===== config.mk =====
export PLATFORM = sky130hd
export DESIGN_NAME = pro_1
export DESIGN_NICKNAME = d
export VERILOG_FILES = /design/src/rtl/pro_1.sv
export SDC_FILE = /design/constraint.sdc
export NUM_CORES = 1
export LEC_CHECK = 0
export CAP_MARGIN = 5
export CORE_MARGIN = 3
export CORE_UTILIZATION = 40
export DETAILED_ROUTE_END_ITERATION = 8
export PLACE_DENSITY = 0.61
export SLEW_MARGIN = 40
export SYNTH_ARGS = -nofsm -noshare
export SYNTH_HDL_FRONTEND = slang
export SYNTH_SLANG_ARGS = --single-unit

===== constraint.sdc =====
create_clock -name clk -period 2 [get_ports clk]
set_clock_uncertainty 0.1 [all_clocks]
set_input_delay 0.4 -clock clk [delete_from_list [all_inputs] [get_ports clk]]
set_output_delay 0.4 -clock clk [all_outputs]
set_load 0.03 [all_outputs]

===== src/rtl/pro_1.sv =====
// pro_1: fixed-time, four-way traffic-light controller.
// Round-robin right-of-way N -> E -> S -> W. Each approach runs
// green, then yellow, then an optional all-red clearance, then the
// next approach gets green.
//
// Ports:
//   clk  in   1  system clock, rising edge
//   rst  in   1  synchronous active-high reset
//   red  out  4  red lamp per approach   (bit0=N, bit1=E, bit2=S, bit3=W)
//   yel  out  4  yellow lamp per approach (same mapping)
//   gre  out  4  green lamp per approach  (same mapping)
//
// Lamp outputs are registered. They are decoded from the next-state
// values so that they always match the state registers, and there is
// no combinational path from rst to any lamp.
module pro_1 #(
    parameter int unsigned GREEN_TIME  = 4,
    parameter int unsigned YELLOW_TIME = 2,
    parameter int unsigned ALLRED_TIME = 1
) (
    input  logic       clk,
    input  logic       rst,
    output logic [3:0] red,
    output logic [3:0] yel,
    output logic [3:0] gre
);

    // Counter sized to the longest phase, never narrower than 1 bit.
    localparam int unsigned MAX_GY = (GREEN_TIME > YELLOW_TIME) ? GREEN_TIME : YELLOW_TIME;
    localparam int unsigned MAX_T  = (MAX_GY > ALLRED_TIME) ? MAX_GY : ALLRED_TIME;
    localparam int unsigned CW     = (MAX_T > 1) ? $clog2(MAX_T) : 1;

    // Terminal count of each phase. The all-red value is unused when
    // the clearance phase is disabled.
    localparam logic [CW-1:0] G_LAST = CW'(GREEN_TIME - 1);
    localparam logic [CW-1:0] Y_LAST = CW'(YELLOW_TIME - 1);
    localparam logic [CW-1:0] A_LAST = (ALLRED_TIME == 0) ? '0 : CW'(ALLRED_TIME - 1);

    // Phase encoding
    localparam logic [1:0] PH_GREEN  = 2'd0;
    localparam logic [1:0] PH_YELLOW = 2'd1;
    localparam logic [1:0] PH_ALLRED = 2'd2;

    // Registered state
    logic [1:0]    r_dir;
    logic [1:0]    r_phase;
    logic [CW-1:0] r_count;
    logic [3:0]    r_red;
    logic [3:0]    r_yel;
    logic [3:0]    r_gre;

    // Next-state values
    logic [1:0]    w_dir_nxt;
    logic [1:0]    w_phase_nxt;
    logic [CW-1:0] w_count_nxt;
    logic [3:0]    w_dir_oh;
    logic [3:0]    w_red_nxt;
    logic [3:0]    w_yel_nxt;
    logic [3:0]    w_gre_nxt;

    // Next-state logic: phase sequencing and per-phase dwell counter.
    always_comb begin
        w_dir_nxt   = r_dir;
        w_phase_nxt = r_phase;
        w_count_nxt = r_count + CW'(1);

        case (r_phase)
            PH_GREEN: begin
                if (r_count == G_LAST) begin
                    w_phase_nxt = PH_YELLOW;
                    w_count_nxt = '0;
                end
            end
            PH_YELLOW: begin
                if (r_count == Y_LAST) begin
                    w_count_nxt = '0;
                    if (ALLRED_TIME == 0) begin
                        // No clearance phase: hand over right-of-way immediately.
                        w_phase_nxt = PH_GREEN;
                        w_dir_nxt   = r_dir + 2'd1;
                    end else begin
                        w_phase_nxt = PH_ALLRED;
                    end
                end
            end
            PH_ALLRED: begin
                if (r_count == A_LAST) begin
                    w_phase_nxt = PH_GREEN;
                    w_dir_nxt   = r_dir + 2'd1;
                    w_count_nxt = '0;
                end
            end
            default: begin
                // Unused encoding: restart the current approach on green.
                w_phase_nxt = PH_GREEN;
                w_count_nxt = '0;
            end
        endcase
    end

    // Lamp decode of the next state, so the lamps are registered together with it.
    always_comb begin
        w_dir_oh  = 4'b0001 << w_dir_nxt;
        w_red_nxt = ~w_dir_oh;
        w_yel_nxt = 4'b0000;
        w_gre_nxt = 4'b0000;

        case (w_phase_nxt)
            PH_GREEN:  w_gre_nxt = w_dir_oh;
            PH_YELLOW: w_yel_nxt = w_dir_oh;
            default:   w_red_nxt = 4'b1111;
        endcase
    end

    // State and lamp registers. Reset discards any phase in progress.
    always_ff @(posedge clk) begin
        if (rst) begin
            r_dir   <= 2'd0;
            r_phase <= PH_GREEN;
            r_count <= '0;
            r_red   <= 4'b1110;
            r_yel   <= 4'b0000;
            r_gre   <= 4'b0001;
        end else begin
            r_dir   <= w_dir_nxt;
            r_phase <= w_phase_nxt;
            r_count <= w_count_nxt;
            r_red   <= w_red_nxt;
            r_yel   <= w_yel_nxt;
            r_gre   <= w_gre_nxt;
        end
    end

    assign red = r_red;
    assign yel = r_yel;
    assign gre = r_gre;

endmodule


After elaboration in Yosys (flattened, before gate mapping)
Index checks and enable logic that the tools add are counted.

$add $sub $neg: 2. Equal/unequal tests: 5. Shift-type cells: 1. Mux-type cells: 12. Bitwise operators: 4. Reduce and logical (&&, ||, !) cells: 7.

Operators by type and width (count): 2-to-1 mux 2 bit (8); case mux 2 bit (3 select lines) (2); OR reduction 2 bit (4); == test 2 x 1 -> 1 bit, second input constant (3); zero test 2 bit (3); adder 2 x 1 -> 2 bit, second input constant (2); == test 2 bit, second input constant (2); inverter 4 bit (1); << shifter 1 x 2 -> 4 bit, first input constant (1); inverter 1 bit (3); 2-to-1 mux 1 bit (2).

Bits in registers: 18. Bits of input ports: 2. Logic and storage cells: 39.

Depth between registers and ports, before layout
Word-level depth: 7. Gate-level depth with buffers: 5. Depth with buffers taken out: 5.

Worst setup path before layout
OpenSTA, ideal clock, no wires.

Path type: flip-flop to flip-flop. From: reg r_count[0]. To: reg r_red[2] (netlist: red[2]). Library setup time: 120 ps. Arrival: 1217 ps. Data required time: 1780 ps. Slack: 563 ps. Cell stages (with the launch flop): 6. Period minus slack after synthesis: 1437 ps. Cell sequence: dfxtp_1 inv_1 ha_1 and4b_1 mux2i_1 or2_1.

Longest elaborated chain between the ends: 7. Elaborated cells between the ends (all ways): 16. Those cells by class: 3 x eq/ne; 1 x shift; 6 x mux; 2 x bitwise; 4 x reduce/logical.

Ends and longest elaborated chain: start: declaration (RTL line 47) `logic [CW-1:0] r_count;`; start signal: assignment (RTL line 127) `r_count <= w_count_nxt;`; == test 2 x 1 -> 1 bit, or another cell as far along (RTL line 75) `if (r_count == Y_LAST) begin`; 2-to-1 mux 2 bit (on tied branches) (RTL line 75, 69, 87); case mux 2 bit (3 select lines) (RTL line 67) `case (r_phase)`; == test 2 x 1 -> 1 bit / zero test 2 bit (equally long branches) (RTL line 108) `case (w_phase_nxt)`; OR reduction 2 bit (no source line); inverter 1 bit (no source line); OR reduction 2 bit (no source line); end signal: assignment (RTL line 128) `r_red <= w_red_nxt;`; end: declaration (RTL line 48) `logic [3:0] r_red;`.

Parallel ways exist; a longest one is shown, timed or not. A chain may end at the register's enable or synchronous reset.

Final worst setup path
From: reg r_red[1] (netlist: red[1]). To: out red[1].

RTL lines: end: declaration (RTL line 23) `output logic [3:0] red,`.

No word-level cell between the ends.

==> run_summary.xml <==
<?xml version="1.0" encoding="UTF-8"?>
<metrics>
  <group name="power">
    <metric name="pwr_density_cell" unit="mW/mm^2">784</metric>
    <metric name="ir_drop" unit="mV">0.457</metric>
    <metric name="leakage" unit="uW">0.000365</metric>
    <metric name="p_total" unit="uW">768</metric>
  </group>
  <group name="sta">
    <metric name="setup_violations" unit="">0</metric>
    <metric name="finalHoldViolCount" unit="">0</metric>
    <metric name="final.setup.worst_slack" unit="ns">0.209</metric>
    <metric name="tightest_slew" unit="ns">0.519</metric>
    <metric name="post-route-period-util" unit="%">89.6</metric>
    <metric name="slew_headroom" unit="%">65.3</metric>
    <metric name="rsz0062_at_grt" unit="">no</metric>
    <metric name="maxSlewViolCount" unit="">0</metric>
    <metric name="fin_crit_period" unit="ns">1.79</metric>
    <metric name="setup-tns-final" unit="ns">0</metric>
    <metric name="max_freq" unit="MHz">558</metric>
  </group>
  <group name="detailed_routing">
    <metric name="remaining_drcs" unit="">0</metric>
    <metric name="detailroute.via_count" unit="">601</metric>
    <metric name="detail_route.vias_per_cell" unit="">4.97</metric>
    <metric name="drt-total-wl" unit="um">1440</metric>
    <metric name="wire_per_inst" unit="um">11.9</metric>
    <metric name="detail_route.iter0.violations" unit="">7</metric>
    <metric name="firstDrtPassIters" unit="">3</metric>
    <metric name="ant_nets" unit="">0</metric>
  </group>
  <group name="clocking">
    <metric name="cts.path.max_buffers" unit="">2</metric>
    <metric name="tritoncts" unit="">built</metric>
    <metric name="cts_max_level" unit="">1</metric>
    <metric name="clk_root_buf" unit="">sky130_fd_sc_hd__clkbuf_4</metric>
    <metric name="cts-hold-fix-buffers" unit="">0</metric>
    <metric name="clkTransAtPathRegs" unit="ns">0.12</metric>
    <metric name="cts_setup_buffers" unit="">0</metric>
    <metric name="cts_repair_resize_count" unit="">0</metric>
    <metric name="cts_sinks" unit="">18</metric>
    <metric name="cts-buffers-inserted" unit="">3</metric>
    <metric name="clock_latency" unit="ns">0.30</metric>
  </group>
  <group name="critical_path">
    <metric name="critical_path_peak_fanout" unit="">1</metric>
    <metric name="timing.rr.end" unit="">red[2]</metric>
    <metric name="cp.arrival" unit="ns">1.29</metric>
    <metric name="reg2reg_depth" unit="">5</metric>
    <metric name="regToRegSetupSlack" unit="ns">0.37</metric>
    <metric name="worst_setup_path_end_kind" unit="">output port</metric>
    <metric name="critical_path_buf_inv_count" unit="">1</metric>
    <metric name="r2r_start" unit="">r_count[0]</metric>
    <metric name="startpoint_of_the_worst_setup_timing_path" unit="">red[1]</metric>
    <metric name="destination_of_the_critical_timing_path" unit="">red[1]</metric>
    <metric name="critical-path-max-stage-delay" unit="ns">0.66</metric>
    <metric name="worstPathCellList" unit="">clkdlybuf4s50_1</metric>
    <metric name="crit_cells" unit="">1</metric>
    <metric name="critical-path-slowest-cell" unit="">sky130_fd_sc_hd__clkdlybuf4s50_1</metric>
    <metric name="timing.setup.critical_path_class" unit="">flop to output port</metric>
    <metric name="setup.worst_path.start_class" unit="">flop</metric>
    <metric name="cp.required" unit="ns">1.50</metric>
    <metric name="cp_top_family" unit="">buffers and inverters</metric>
  </group>
  <group name="yosys">
    <metric name="post_synth_inst_count" unit="">81</metric>
    <metric name="synth_nets" unit="">87</metric>
    <metric name="syn-cell-area" unit="sq um">785</metric>
    <metric name="seq_area_frac_synth" unit="%">45.9</metric>
    <metric name="synth_cell_type_count" unit="">34</metric>
    <metric name="synth_ff_type" unit="">sky130_fd_sc_hd__dfxtp_1</metric>
    <metric name="async_flop_share" unit="%">0</metric>
    <metric name="yosysTopAreaCell" unit="">sky130_fd_sc_hd__dfxtp_1</metric>
    <metric name="yosysWarnings" unit="">0</metric>
    <metric name="synth.top_cell.area_share" unit="%">45.9</metric>
    <metric name="synthesis_stage_register_bit_count" unit="">18</metric>
    <metric name="average_cell_area_after_synthesis" unit="sq um">9.69</metric>
    <metric name="count_of_flip_flops_with_a_built_in_enable_after_synthesis" unit="">0</metric>
    <metric name="synth_top_cells_by_area" unit="">sky130_fd_sc_hd__dfxtp_1 (46%), sky130_fd_sc_hd__ha_1 (6.4%), sky130_fd_sc_hd__nand3b_1 (3.8%), sky130_fd_sc_hd__a21oi_1 (3.2%), sky130_fd_sc_hd__nand2b_1 (3.2%)</metric>
  </group>
  <group name="placement">
    <metric name="place_hpwl" unit="um">1010</metric>
    <metric name="placed_area" unit="sq um">943</metric>
    <metric name="pre_cts_ws" unit="ns">0.261</metric>
    <metric name="gp_congestion" unit="">0.759</metric>
    <metric name="place.port_buffers" unit="">13</metric>
    <metric name="place.detailed.instances" unit="">117</metric>
  </group>
  <group name="layout">
    <metric name="final_design_area_no_fill" unit="sq um">980</metric>
    <metric name="fin_nets" unit="">103</metric>
    <metric name="final_cells" unit="">121</metric>
    <metric name="fill_cells" unit="">165</metric>
    <metric name="insertedDiodeCount" unit="">0</metric>
    <metric name="drive_above_1_share" unit="%">12.5</metric>
    <metric name="synthToLayoutAreaGrowth" unit="%">24.9</metric>
  </group>
  <group name="flow_run">
    <metric name="cap_violations" unit="">0</metric>
  </group>
  <group name="global_routing">
    <metric name="total_routing_resource_utilization_after_global_routing" unit="%">12.7</metric>
    <metric name="grt_pass1_wl" unit="um">2420</metric>
    <metric name="grt_max_degree" unit="">19</metric>
    <metric name="globalRouteMet2Util" unit="%">20.4</metric>
    <metric name="overflow" unit="">0</metric>
    <metric name="grt_pass1_vias" unit="">566</metric>
    <metric name="grtUsageMet3" unit="%">5.34</metric>
    <metric name="global_route.peak_usage_layer" unit="">met2</metric>
    <metric name="grt_antenna_before_repair" unit="">0</metric>
    <metric name="grt_use_met1" unit="%">15.2</metric>
  </group>
  <group name="die">
    <metric name="die_area" unit="sq mm">0.00253</metric>
    <metric name="placeableCoreArea" unit="sq mm">0.00178</metric>
    <metric name="effective_utilization_at_floorplan" unit="%">44.0</metric>
    <metric name="die-width" unit="um">50.3</metric>
    <metric name="core.rowCount" unit="">15</metric>
    <metric name="height_of_the_die" unit="um">50.3</metric>
    <metric name="ports_placed_on_the_boundary" unit="">14</metric>
  </group>
  <group name="worst_hold_path">
    <metric name="hp-class" unit="">flop to flop</metric>
  </group>
  <group name="run_status">
    <metric name="status" unit="">finished, final reports clean</metric>
  </group>
</metrics>
-- Yosys cell counts, types with 2 or more instances --
cell type,n
sky130_fd_sc_hd__clkbuf_1,2
sky130_fd_sc_hd__buf_2,2
sky130_fd_sc_hd__nand2b_1,4
sky130_fd_sc_hd__nand3b_1,4
sky130_fd_sc_hd__a211oi_1,3
sky130_fd_sc_hd__nor4_1,3
sky130_fd_sc_hd__nor3_1,4
sky130_fd_sc_hd__or2_1,2
sky130_fd_sc_hd__nor2_1,4
sky130_fd_sc_hd__a21oi_1,5
sky130_fd_sc_hd__inv_1,4
sky130_fd_sc_hd__dfxtp_1,18
sky130_fd_sc_hd__o21ai_0,2
sky130_fd_sc_hd__ha_1,4
-- cell usage in the layout (no fill, tap or decap), types with 2 or more instances in the layout --
cell	Yosys	layout
sky130_fd_sc_hd__dfxtp_1	18	18
sky130_fd_sc_hd__clkdlybuf4s50_1	0	13
sky130_fd_sc_hd__a21oi_1	5	5
sky130_fd_sc_hd__inv_1	4	4
sky130_fd_sc_hd__nand2b_1	4	4
sky130_fd_sc_hd__nor2_1	4	4
sky130_fd_sc_hd__nor3_1	4	4
sky130_fd_sc_hd__nand3b_1	4	4
sky130_fd_sc_hd__ha_1	4	4
sky130_fd_sc_hd__a211oi_1	3	3
sky130_fd_sc_hd__nor4_1	3	3
sky130_fd_sc_hd__clkbuf_4	0	3
sky130_fd_sc_hd__o21ai_0	2	2
sky130_fd_sc_hd__or2_1	2	2
sky130_fd_sc_hd__buf_4	0	2
-- cells by family (layout without fill, tap and decap cells) --
kind of cell / count (synthesis) / in the layout / synth area share, %
xor gates and xnor gates: 1 / 1 / 1.12
and+or+nand+nor: 33 / 33 / 27.0
DFF: 18 / 18 / 45.9
AOI/OAI and AO/OA: 16 / 16 / 14.2
muxes: 1 / 1 / 1.28
buffers and inverters: 8 / 23 / 4.15
adders and majority gates: 4 / 4 / 6.38
-- registers in the layout (all words and copies together), names as in the netlist --
| signal | flops |
|---|---|
| red | 4 |
| r_dir | 2 |
| r_phase | 2 |
| r_count | 2 |
| gre | 4 |
| yel | 4 |
-- routing by layer --
layer  part of all wire [%]  wire length, um  up-vias
li1                       -                -      317
met1                     51              736      271
met2                     44              629       11
met3                    4.2               60        2
met4                   0.83               12        0
met5                      0                0        -
-- final cells by class --
| cell class | instances | area, sq um | share of cell area [%] |
|---|---|---|---|
| repair buffers | 15 | 145 | 14.8 |
| inverters | 4 | 15.0 | 1.53 |
| flip-flops and latches | 18 | 360 | 36.8 |
| multi-input cells | 55 | 392 | 40.0 |
| well taps | 25 | 31.3 | 3.19 |
| clock buffers | 4 | 36.3 | 3.70 |
-- metrics by stage --
stage	hold WS [ns]	utilization (%)
5_1_grt	0.542	54.9
4_1_cts	0.502	54.9
3_3_place_gp	0.454	52.9
6_report	0.506	54.9
3_5_place_dp	0.461	52.9
2_1_floorplan	0.403	-
-- worst min-delay path by stage --
stage / from / endpoint / slack, ns / cells after the start
floorplan: r_dir[1] / gre[3] / 0.40 / 2
global placement: r_dir[1] / gre[3] / 0.45 / 2
detailed placement: r_dir[1] / gre[3] / 0.46 / 2
CTS: r_count[0] / r_count[0] / 0.50 / 2
global route: r_dir[1] / gre[3] / 0.54 / 2
finish: r_dir[1] / gre[3] / 0.51 / 2
-- power breakdown --
group	switching, uW	internal, uW	leakage [uW]
clock	112	111	0.0000210
combinational	79.5	65.7	0.000198
sequential	22.7	378	0.000146
(Power assumes the default switching activity.)
